### config.mk
export PLATFORM = sky130hd
export DESIGN_NAME = zhang_cnn_mul_arbiter_flat
export DESIGN_NICKNAME = d
export VERILOG_FILES = /design/src/rtl/zhang_cnn_mul_arbiter_pkg.sv /design/src/rtl/zhang_cnn_mul_arbiter_if.sv /design/src/rtl/zhang_cnn_mul_arbiter_mul.sv /design/src/rtl/zhang_cnn_mul_arbiter.sv /design/src/flat_wrapper.sv
export SDC_FILE = /design/constraint.sdc
export NUM_CORES = 1
export LEC_CHECK = 0
export CAP_MARGIN = 15
export CORE_MARGIN = 3
export CORE_UTILIZATION = 40
export CTS_CLUSTER_DIAMETER = 150
export CTS_CLUSTER_SIZE = 16
export DETAILED_ROUTE_END_ITERATION = 10
export PLACE_DENSITY = 0.71
export REMOVE_ABC_BUFFERS = 1
export SKIP_CTS_REPAIR_TIMING = 1
export SLEW_MARGIN = 20
export SYNTH_ARGS = -nofsm -noshare
export SYNTH_HDL_FRONTEND = slang
export SYNTH_HIERARCHICAL = 1
export SYNTH_SLANG_ARGS = --single-unit
### constraint.sdc
create_clock -name ap_clk -period 16.9 [get_ports ap_clk]
set_input_delay 3.38 -clock ap_clk [delete_from_list [all_inputs] [get_ports ap_clk]]
set_output_delay 3.38 -clock ap_clk [all_outputs]
set_load 0.005 [all_outputs]
### src/rtl/zhang_cnn_mul_arbiter_pkg.sv
// Shared types and widths for the zhang_cnn multiplier arbiter.
package zhang_cnn_mul_arb_pkg;

    typedef enum logic {
        IDLE   = 1'b0,
        LOCKED = 1'b1
    } arb_state_t;

    localparam int MUL_A_W = 16;
    localparam int MUL_B_W = 16;
    localparam int MUL_P_W = 32;

    // Index increment that wraps at n (requester ring).
    function automatic int wrap_inc(input int idx, input int n);
        return (idx + 1 >= n) ? 0 : idx + 1;
    endfunction

endpackage

### src/rtl/zhang_cnn_mul_arbiter_if.sv
// Requester/response bundle between the convolution datapath and the shared multiplier.
interface zhang_cnn_mul_arbiter_if #(
    parameter int N_REQ = 4,
    parameter int ID_W  = 2
);
    import zhang_cnn_mul_arb_pkg::*;

    logic [N_REQ-1:0]         req_valid;
    logic [N_REQ-1:0]         req_ready;
    logic [N_REQ*MUL_A_W-1:0] req_a;
    logic [N_REQ*MUL_B_W-1:0] req_b;
    logic [N_REQ-1:0]         req_last;
    logic                     rsp_valid;
    logic                     rsp_ready;
    logic [ID_W-1:0]          rsp_id;
    logic [MUL_P_W-1:0]       rsp_p;
    logic                     rsp_last;
    logic                     busy;

    modport master (
        output req_valid, req_a, req_b, req_last, rsp_ready,
        input  req_ready, rsp_valid, rsp_id, rsp_p, rsp_last, busy
    );

    modport slave (
        input  req_valid, req_a, req_b, req_last, rsp_ready,
        output req_ready, rsp_valid, rsp_id, rsp_p, rsp_last, busy
    );

endinterface

### src/rtl/zhang_cnn_mul_arbiter_mul.sv
// Unsigned multiplier core; the single-stage variant is purely combinational.
module zhang_cnn_mul_mul_16ns_16ns_32_1 #(
    parameter int NUM_STAGE  = 1,
    parameter int din0_WIDTH = 16,
    parameter int din1_WIDTH = 16,
    parameter int dout_WIDTH = 32
) (
    input  logic [din0_WIDTH-1:0] din0,
    input  logic [din1_WIDTH-1:0] din1,
    output logic [dout_WIDTH-1:0] dout
);

    generate
        if (NUM_STAGE == 1) begin : g_comb
            assign dout = dout_WIDTH'(din0) * dout_WIDTH'(din1);
        end else begin : g_unsupported
            // Pipelined variants are not built in this datapath.
            assign dout = '0;
        end
    endgenerate

endmodule

### src/rtl/zhang_cnn_mul_arbiter.sv
// Round-robin arbiter with burst lock feeding a two-stage shared multiplier pipeline.
module zhang_cnn_mul_arbiter
    import zhang_cnn_mul_arb_pkg::*;
#(
    parameter int N_REQ = 4,
    parameter int ID_W  = 2
) (
    input  logic                    ap_clk,
    input  logic                    ap_rst_n,
    zhang_cnn_mul_arbiter_if.slave  bus
);

    arb_state_t           state_q;
    logic [ID_W-1:0]      owner_q;
    logic [ID_W-1:0]      rr_ptr_q;

    logic                 s1_valid_q;
    logic [MUL_A_W-1:0]   s1_a_q;
    logic [MUL_B_W-1:0]   s1_b_q;
    logic [ID_W-1:0]      s1_id_q;
    logic                 s1_last_q;

    logic                 s2_valid_q;
    logic [MUL_P_W-1:0]   s2_p_q;
    logic [ID_W-1:0]      s2_id_q;
    logic                 s2_last_q;

    logic                 s2_en;
    logic                 s1_en;
    logic                 accept;
    logic                 fire;
    logic [N_REQ-1:0]     eligible;
    logic [N_REQ-1:0]     ready_vec;
    logic                 grant_found;
    logic [ID_W-1:0]      grant_idx;
    logic [ID_W-1:0]      grant_next_d;
    logic [ID_W-1:0]      owner_next_d;
    logic [MUL_A_W-1:0]   sel_a;
    logic [MUL_B_W-1:0]   sel_b;
    logic                 sel_last;
    logic [MUL_P_W-1:0]   mul_p;

    // Rotate so ptr sits at bit 0, take the lowest set bit, rotate the index back.
    function automatic logic [ID_W:0] rr_pick(input logic [N_REQ-1:0] vld,
                                              input logic [ID_W-1:0]  ptr);
        logic [2*N_REQ-1:0] dbl;
        logic [N_REQ-1:0]   rot;
        logic [ID_W:0]      res;
        int                 sum;
        dbl = {vld, vld};
        rot = dbl[ptr +: N_REQ];
        res = '0;
        sum = 0;
        for (int k = N_REQ - 1; k >= 0; k--) begin
            if (rot[k]) begin
                sum = k + int'(ptr);
                if (sum >= N_REQ) sum = sum - N_REQ;
                res = {1'b1, ID_W'(sum)};
            end
        end
        return res;
    endfunction

    assign s2_en  = !s2_valid_q | bus.rsp_ready;
    assign s1_en  = !s1_valid_q | s2_en;
    assign accept = s1_en & ap_rst_n;

    genvar gi;
    generate
        for (gi = 0; gi < N_REQ; gi++) begin : g_req
            // While locked only the owner may compete.
            assign eligible[gi]  = bus.req_valid[gi] &
                                   ((state_q == IDLE) | (owner_q == ID_W'(gi)));
            assign ready_vec[gi] = fire & (grant_idx == ID_W'(gi));
        end
    endgenerate

    assign {grant_found, grant_idx} = rr_pick(eligible, rr_ptr_q);
    assign fire          = accept & grant_found;
    assign bus.req_ready = ready_vec;

    assign sel_a        = bus.req_a[grant_idx*MUL_A_W +: MUL_A_W];
    assign sel_b        = bus.req_b[grant_idx*MUL_B_W +: MUL_B_W];
    assign sel_last     = bus.req_last[grant_idx];
    assign grant_next_d = ID_W'(wrap_inc(int'(grant_idx), N_REQ));
    assign owner_next_d = ID_W'(wrap_inc(int'(owner_q), N_REQ));

    always_ff @(posedge ap_clk or negedge ap_rst_n) begin
        if (!ap_rst_n) begin
            state_q  <= IDLE;
            owner_q  <= '0;
            rr_ptr_q <= '0;
        end else begin
            case (state_q)
                IDLE: begin
                    if (fire) begin
                        if (sel_last) begin
                            rr_ptr_q <= grant_next_d;
                        end else begin
                            state_q <= LOCKED;
                            owner_q <= grant_idx;
                        end
                    end
                end
                LOCKED: begin
                    if (fire && sel_last) begin
                        state_q  <= IDLE;
                        rr_ptr_q <= owner_next_d;
                    end
                end
                default: state_q <= IDLE;
            endcase
        end
    end

    always_ff @(posedge ap_clk or negedge ap_rst_n) begin
        if (!ap_rst_n) begin
            s1_valid_q <= 1'b0;
            s1_a_q     <= '0;
            s1_b_q     <= '0;
            s1_id_q    <= '0;
            s1_last_q  <= 1'b0;
            s2_valid_q <= 1'b0;
            s2_p_q     <= '0;
            s2_id_q    <= '0;
            s2_last_q  <= 1'b0;
        end else begin
            if (s1_en) begin
                s1_valid_q <= fire;
                if (fire) begin
                    s1_a_q    <= sel_a;
                    s1_b_q    <= sel_b;
                    s1_id_q   <= grant_idx;
                    s1_last_q <= sel_last;
                end
            end
            // S2 only moves when the consumer can take it, keeping rsp_* stable under stall.
            if (s2_en) begin
                s2_valid_q <= s1_valid_q;
                if (s1_valid_q) begin
                    s2_p_q    <= mul_p;
                    s2_id_q   <= s1_id_q;
                    s2_last_q <= s1_last_q;
                end
            end
        end
    end

    zhang_cnn_mul_mul_16ns_16ns_32_1 #(
        .NUM_STAGE  (1),
        .din0_WIDTH (MUL_A_W),
        .din1_WIDTH (MUL_B_W),
        .dout_WIDTH (MUL_P_W)
    ) u_mul (
        .din0 (s1_a_q),
        .din1 (s1_b_q),
        .dout (mul_p)
    );

    assign bus.rsp_valid = s2_valid_q;
    assign bus.rsp_p     = s2_p_q;
    assign bus.rsp_id    = s2_id_q;
    assign bus.rsp_last  = s2_last_q;
    assign bus.busy      = s1_valid_q | s2_valid_q | (state_q == LOCKED);

endmodule

### src/flat_wrapper.sv
// flat-port wrapper written by rule: the top's interface ports become plain ports
module zhang_cnn_mul_arbiter_flat import zhang_cnn_mul_arb_pkg::*;
#(
    parameter int N_REQ = 4,
    parameter int ID_W  = 2
)
  (ap_clk, ap_rst_n, bus_req_valid, bus_req_a, bus_req_b, bus_req_last, bus_rsp_ready, bus_req_ready, bus_rsp_valid, bus_rsp_id, bus_rsp_p, bus_rsp_last, bus_busy);
  zhang_cnn_mul_arbiter_if #(.N_REQ(N_REQ), .ID_W(ID_W)) bus_i ();
  input  logic ap_clk;
  input  logic ap_rst_n;
  input wire logic [$bits(bus_i.req_valid)-1:0] bus_req_valid;
  input wire logic [$bits(bus_i.req_a)-1:0] bus_req_a;
  input wire logic [$bits(bus_i.req_b)-1:0] bus_req_b;
  input wire logic [$bits(bus_i.req_last)-1:0] bus_req_last;
  input wire logic [$bits(bus_i.rsp_ready)-1:0] bus_rsp_ready;
  output wire logic [$bits(bus_i.req_ready)-1:0] bus_req_ready;
  output wire logic [$bits(bus_i.rsp_valid)-1:0] bus_rsp_valid;
  output wire logic [$bits(bus_i.rsp_id)-1:0] bus_rsp_id;
  output wire logic [$bits(bus_i.rsp_p)-1:0] bus_rsp_p;
  output wire logic [$bits(bus_i.rsp_last)-1:0] bus_rsp_last;
  output wire logic [$bits(bus_i.busy)-1:0] bus_busy;
  assign bus_i.req_valid = bus_req_valid;
  assign bus_i.req_a = bus_req_a;
  assign bus_i.req_b = bus_req_b;
  assign bus_i.req_last = bus_req_last;
  assign bus_i.rsp_ready = bus_rsp_ready;
  assign bus_req_ready = bus_i.req_ready;
  assign bus_rsp_valid = bus_i.rsp_valid;
  assign bus_rsp_id = bus_i.rsp_id;
  assign bus_rsp_p = bus_i.rsp_p;
  assign bus_rsp_last = bus_i.rsp_last;
  assign bus_busy = bus_i.busy;
  zhang_cnn_mul_arbiter #(.N_REQ(N_REQ), .ID_W(ID_W)) u_core (.ap_clk(ap_clk), .ap_rst_n(ap_rst_n), .bus(bus_i));
endmodule
==> impl_metrics.yaml, run 1 <==
run_status:
  status: "finished, final reports clean"
worst_setup_path:
  crit_arrival_ps: 6040
  critPathCaptureType: "primary output"
  reg2reg_depth: 21
  critPathLaunchType: "input port"
  r2r_setup_slack_ps: 9490
  reg2reg_from: "u_core/s1_b_q[7]"
  cp_max_fo: 8
  cp.required_ps: 13520
  crit_type: "in -> out"
  crit_start: "bus_req_valid[3]"
  rr_endpoint: "u_core/bus.rsp_p[31]"
  timing.critical_path.to: "bus_req_ready[0]"
synthesis:
  yosys.area.top_type_share: 0.3086
  synth_cells: 1308
  ys_seq_elements: 77
  ys.flop_type: "dfrtp_1"
  synthTopCellsByCount: "inv_1 (229), fa_1 (194), nand2_1 (180)"
  async_flop_share: 1.000
  avgSynthCellArea_um2: 9.622
  synth_warnings: 6
  yosysUniqueCellTypes: 68
  ys_seq_area_frac: 0.1531
  syn_area_mm2: 0.01259
  yosys.area.top_type: "fa_1"
  synth_area_leaders: "fa_1 (31%), dfrtp_1 (15%), ha_1 (11%)"
  synth-edff-count: 0
  synth_most_common_cell: "inv_1"
global_routing:
  grt_pass1_vias: 10580
  grt_antenna_before_repair: 0
  grt_use_total: 0.2029
  grt_max_degree: 78
  grt-ovfl-total: 0
  grt_pass1_wl_um: 54450
timing:
  finalCritPeriodShare: 0.5574
  hold_viol: 0
  relSlewSlack: 0.3204
  timing.fmax_mhz: 106.2
  setup_violations: 0
  fin_crit_ps: 9420
  rsz0062_at_grt: "false"
  tightest_slew_ps: 1019
  setup_tns_ps: 0
  finalClockSkew_ps: 16.39
  drv_slew: 0
layout:
  drive_above_1_share: 0.05594
  final-instance-count-excl-fill: 1845
  seqCellArea_mm2: 0.001927
  area_growth_pct: 18.87
  nets: 1888
  fillers: 2820
  multi_input_area_mm2: 0.009518
clock_tree:
  insertion_delay_ps: 360
  htreeDepth: 3
  root_buffer: "clkbuf_16"
  numCtsBuffers: 9
  cts_tree: "built"
  clk_pin_slew_ps: 60
  clockBufferDepth: 2
  cts.sinks: 77
floorplanning:
  die_y_um: 183.4
  start_util: 0.4082
  die_w_um: 183.4
  die-area_mm2: 0.03363
  ioPinCount: 180
  rows: 64
  fp.coreArea_mm2: 0.03083
placed_design:
  port_buffers: 179
  globalplace.congestion: 0.8702
  placed_cells: 1828
  dp_hpwl_um: 25250
routing:
  wl_met2_um: 16380
  highest_layer: "met4"
  finalWirelength_um: 33330
  vias: 9699
  detail-route-antenna-nets: 0
  firstDrtPassIters: 7
  avgViaCountPerCell: 5.257
  drc: 0
  drtIter0Drc: 546
  routedWlPerCell_um: 18.06
  dr_wl_met3_um: 2368
  m1WireLength_um: 13950
job:
  cap_violations: 0
hold_path:
  hp-class: "reg -> reg"
  holdCritStartpoint: "u_core/s1_id_q[0]"
[registers in the layout, indices dropped and copies added, names as in the netlist, 2 cells and up]
register and count:
u_core/bus.rsp_p 32, u_core/owner_q 2, u_core/s1_b_q 16, u_core/rr_ptr_q 2, u_core/bus.rsp_id 2, u_core/s1_id_q 2
u_core/s1_a_q 16
[critical path, cell delays in order]
cell and delay, ps:
clkdlybuf4s50_1 560, mux2i_1 150, a211oi_2 400, o21ai_1 110
a311o_1 510, inv_1 160, ha_1 150, and2_1 120
clkdlybuf4s50_1 500
[metrics by stage]
step	instance area [µm²]	util	setup slack (ps)	hold WS [ps]
after global placement	14640	0.4748	7543	454.5
after CTS	14950	0.4851	7471	480.0
after global routing	14960	0.4852	7251	505.9
after detailed placement	14640	0.4748	7475	463.5
final	14960	0.4853	7480	481.7
after floorplan	12290	-	5263	443.1
[kinds of logic (layout without fill, tap and decap cells)]
kind of cell / after synthesis / count (layout) / synth area share
AO/OA/AOI/OAI: 139 / 139 / 0.08500
XOR/XNOR: 27 / 27 / 0.01879
adder cells (fa/ha/maj): 306 / 306 / 0.4199
buffers and inverters: 291 / 431 / 0.09176
flip-flops: 77 / 77 / 0.1531
multiplexers: 112 / 112 / 0.09265
other: 0 / 1 / 0
AND/OR/NAND/NOR: 356 / 356 / 0.1388
[cell usage in the layout (no fill, tap or decap), drive strengths merged, types with 3 or more instances in the layout]
| cell type | Yosys | final |
|---|---|---|
| o221ai | 32 | 32 |
| buf | 19 | 7 |
| nor2 | 19 | 19 |
| o21ai | 13 | 13 |
| o41ai | 3 | 3 |
| o21bai | 6 | 6 |
| xor2 | 15 | 15 |
| mux2i | 76 | 76 |
| nand2b | 8 | 8 |
| nand4 | 3 | 3 |
| clkdlybuf4s50 | 0 | 178 |
| and2 | 128 | 128 |
| inv | 230 | 233 |
| o21a | 4 | 4 |
| clkbuf | 42 | 9 |
| ha | 112 | 112 |
| a21o | 17 | 17 |
| a211oi | 9 | 9 |
| mux2 | 36 | 36 |
| xnor2 | 12 | 12 |
| fa | 194 | 194 |
| dfrtp | 77 | 77 |
| nand2 | 181 | 181 |
| a21oi | 30 | 30 |
| and3 | 5 | 5 |
[area by class of cell]
cell class,count,share of cell area
Timing Repair Buffer,185,0.1229
Tap cell,396,0.03312
Clock buffer,9,0.01505
Multi-Input combinational cell,940,0.6362
Sequential cell,77,0.1288
Clock inverter,7,0.006105
Inverter,230,0.05771
Antenna cell,1,0.0001673
[routing by layer]
layer / GRT usage / vias to the layer above
met3: 0.04125 / 45
met4: 0.05180 / 0
met5: 0 / -
met1: 0.2643 / 4848
met2: 0.3473 / 370
li1: - / 4436
[worst min-delay path by stage]
stage,to,cells after the start
global route,u_core/s1_last_q,1
floorplan,u_core/s1_id_q[0],2
detailed placement,u_core/s1_id_q[0],2
global placement,u_core/s1_id_q[0],2
CTS,u_core/s1_id_q[0],2
finish,u_core/s1_id_q[0],2
Power of run 1 is not shown: default switching activity piles up to over one toggle a cycle in this logic, so the estimate is an artifact.
==> inputs of run 2 (changes only) <==
Settings changed: PLACE_DENSITY 0.71 to 0.73.
Clock period 16.9 ns to 8.27 ns, I/O delays scaled along.
==> run 2 against run 1 <==
First-iteration DRC count is 12% lower. Critical path depth rose by 11. Non-clock buffer count up 2. Setup slack worse by 6500 ps.
==> impl_metrics.yaml, run 2 (synthesis results as in run 1) <==
layout:
  nets: 1890
  fillers: 2790
  final_cell_mix: "inv_1 (229), fa_1 (194), nand2_1 (180), clkdlybuf4s50_1 (178), and2_1 (128)"
  area_growth_pct: 18.79
  layout_commonest_cell: "inv_1"
  drive_above_1_share: 0.05724
  largest_reg_flops: 32
  final_core_util: 0.4849
  final-instance-count-excl-fill: 1847
routing:
  avgViaCountPerCell: 5.217
  routedWlPerCell_um: 17.97
  detail-route-antenna-nets: 0
  vias: 9635
  finalWirelength_um: 33180
  drtIter0Drc: 481
  drc: 0
  firstDrtPassIters: 5
placed_design:
  dp_hpwl_um: 26380
  placed_cells: 1830
  globalplace.congestion: 0.9383
  port_buffers: 179
global_routing:
  grt_pass1_vias: 10450
  grt-ovfl-total: 0
  grt_use_total: 0.2020
  grt_max_degree: 78
  grt_antenna_before_repair: 0
  grt_pass1_wl_um: 53990
timing:
  setup_violations: 0
  hold_viol: 0
  finalCritPeriodShare: 0.8795
  rsz0062_at_grt: "false"
  relSlewSlack: 0.2873
  drv_slew: 0
  setup_tns_ps: 0
  hold_slack_ps: 476.1
  timing.fmax_mhz: 137.5
  finalClockSkew_ps: 17.02
  tightest_slew_ps: 1069
  fin_crit_ps: 7273
worst_setup_path:
  crit_buf_inv: 3
  cp_cell_sequence: "nand2_1 -> fa_1 -> fa_1 -> fa_1 -> inv_1 -> fa_1 -> fa_1 -> inv_1 -> fa_1 -> inv_1 -> ha_1 -> nand4_1 -> and4b_1 -> a211oi_1 -> o41ai_1 -> a211oi_1 -> o21ai_0 -> a21oi_1 -> xnor2_1 -> mux2_2"
  critPathLaunchType: "register"
  crit_type: "reg -> reg"
  crit_arrival_ps: 7520
  critPathCaptureType: "register"
  critPathSlowestCell: "dfrtp_1"
  path_common_cell: "fa_1"
  cp_max_fo: 18
  critPathMaxStageDelay_ps: 830
  cp.required_ps: 8510
  path_delay_family: "adder cells"
hold_path:
  hp-class: "reg -> reg"
clock_tree:
  insertion_delay_ps: 360
  clk_pin_slew_ps: 70
  cts.sinks: 77
  root_buffer: "clkbuf_16"
  cts_tree: "built"
  clockBufferDepth: 2
  numCtsBuffers: 9
  htreeDepth: 3
floorplanning:
  ioPinCount: 180
  die-area_mm2: 0.03363
  die_w_um: 183.4
  start_util: 0.4082
  die_y_um: 183.4
  rows: 64
  fp.coreArea_mm2: 0.03083
job:
  cap_violations: 0
run_status:
  status: "finished, final reports clean"
==> run 2: worst paths after layout <==
| path | from | to | slack (ps) | cells after the start |
|---|---|---|---|---|
| min in group asynchronous | ap_rst_n | u_core/bus.rsp_valid | 1430 | 2 |
| hold reg to reg | u_core/s1_id_q[0] | u_core/s1_id_q[0] | 480 | 2 |
| setup reg to reg | u_core/s1_a_q[13] | u_core/bus.rsp_p[31] | 1000 | 20 |
| hold / removal | u_core/s1_id_q[0] | u_core/s1_id_q[0] | 480 | 2 |
| setup / recovery | u_core/s1_a_q[13] | u_core/bus.rsp_p[31] | 1000 | 20 |
| max in group asynchronous | ap_rst_n | u_core/bus.rsp_p[18] | 6300 | 2 |
==> run 2: final cells by class <==
class / count / area, µm² / area share
antenna: 1 / 2.502 / 0.0001674
clock buffer: 10 / 239.0 / 0.01598
clock inverter: 6 / 52.55 / 0.003515
inverter: 230 / 863.3 / 0.05775
multi-input combinational: 940 / 9518 / 0.6366
sequential: 77 / 1927 / 0.1289
tap: 396 / 495.5 / 0.03314
timing repair buffer: 187 / 1853 / 0.1239
==> run 2: metrics by stage <==
step                worst slack, ps  area [µm²]
floorplan                     85.03       12290
global placement               1163       14650
detailed placement             1089       14650
CTS                            1061       14940
global route                  760.2       14950
finish                        996.7       14950
==> run 2: tightest hold or removal path, delay by kind of cell, from the launching register on <==
kind / cells / cell delay (ps)
flops: 1 / 340
simple gates: 2 / 110
==> run 2: per-layer routing <==
layer / share of wire / wire [µm] / GRT usage
met5: 0 / 0 / 0
met2: 0.49 / 16250 / 0.3441
met3: 0.064 / 2115 / 0.04205
met1: 0.42 / 14060 / 0.2626
met4: 0.023 / 759 / 0.05454
Power of run 2 is left out for the same reason.
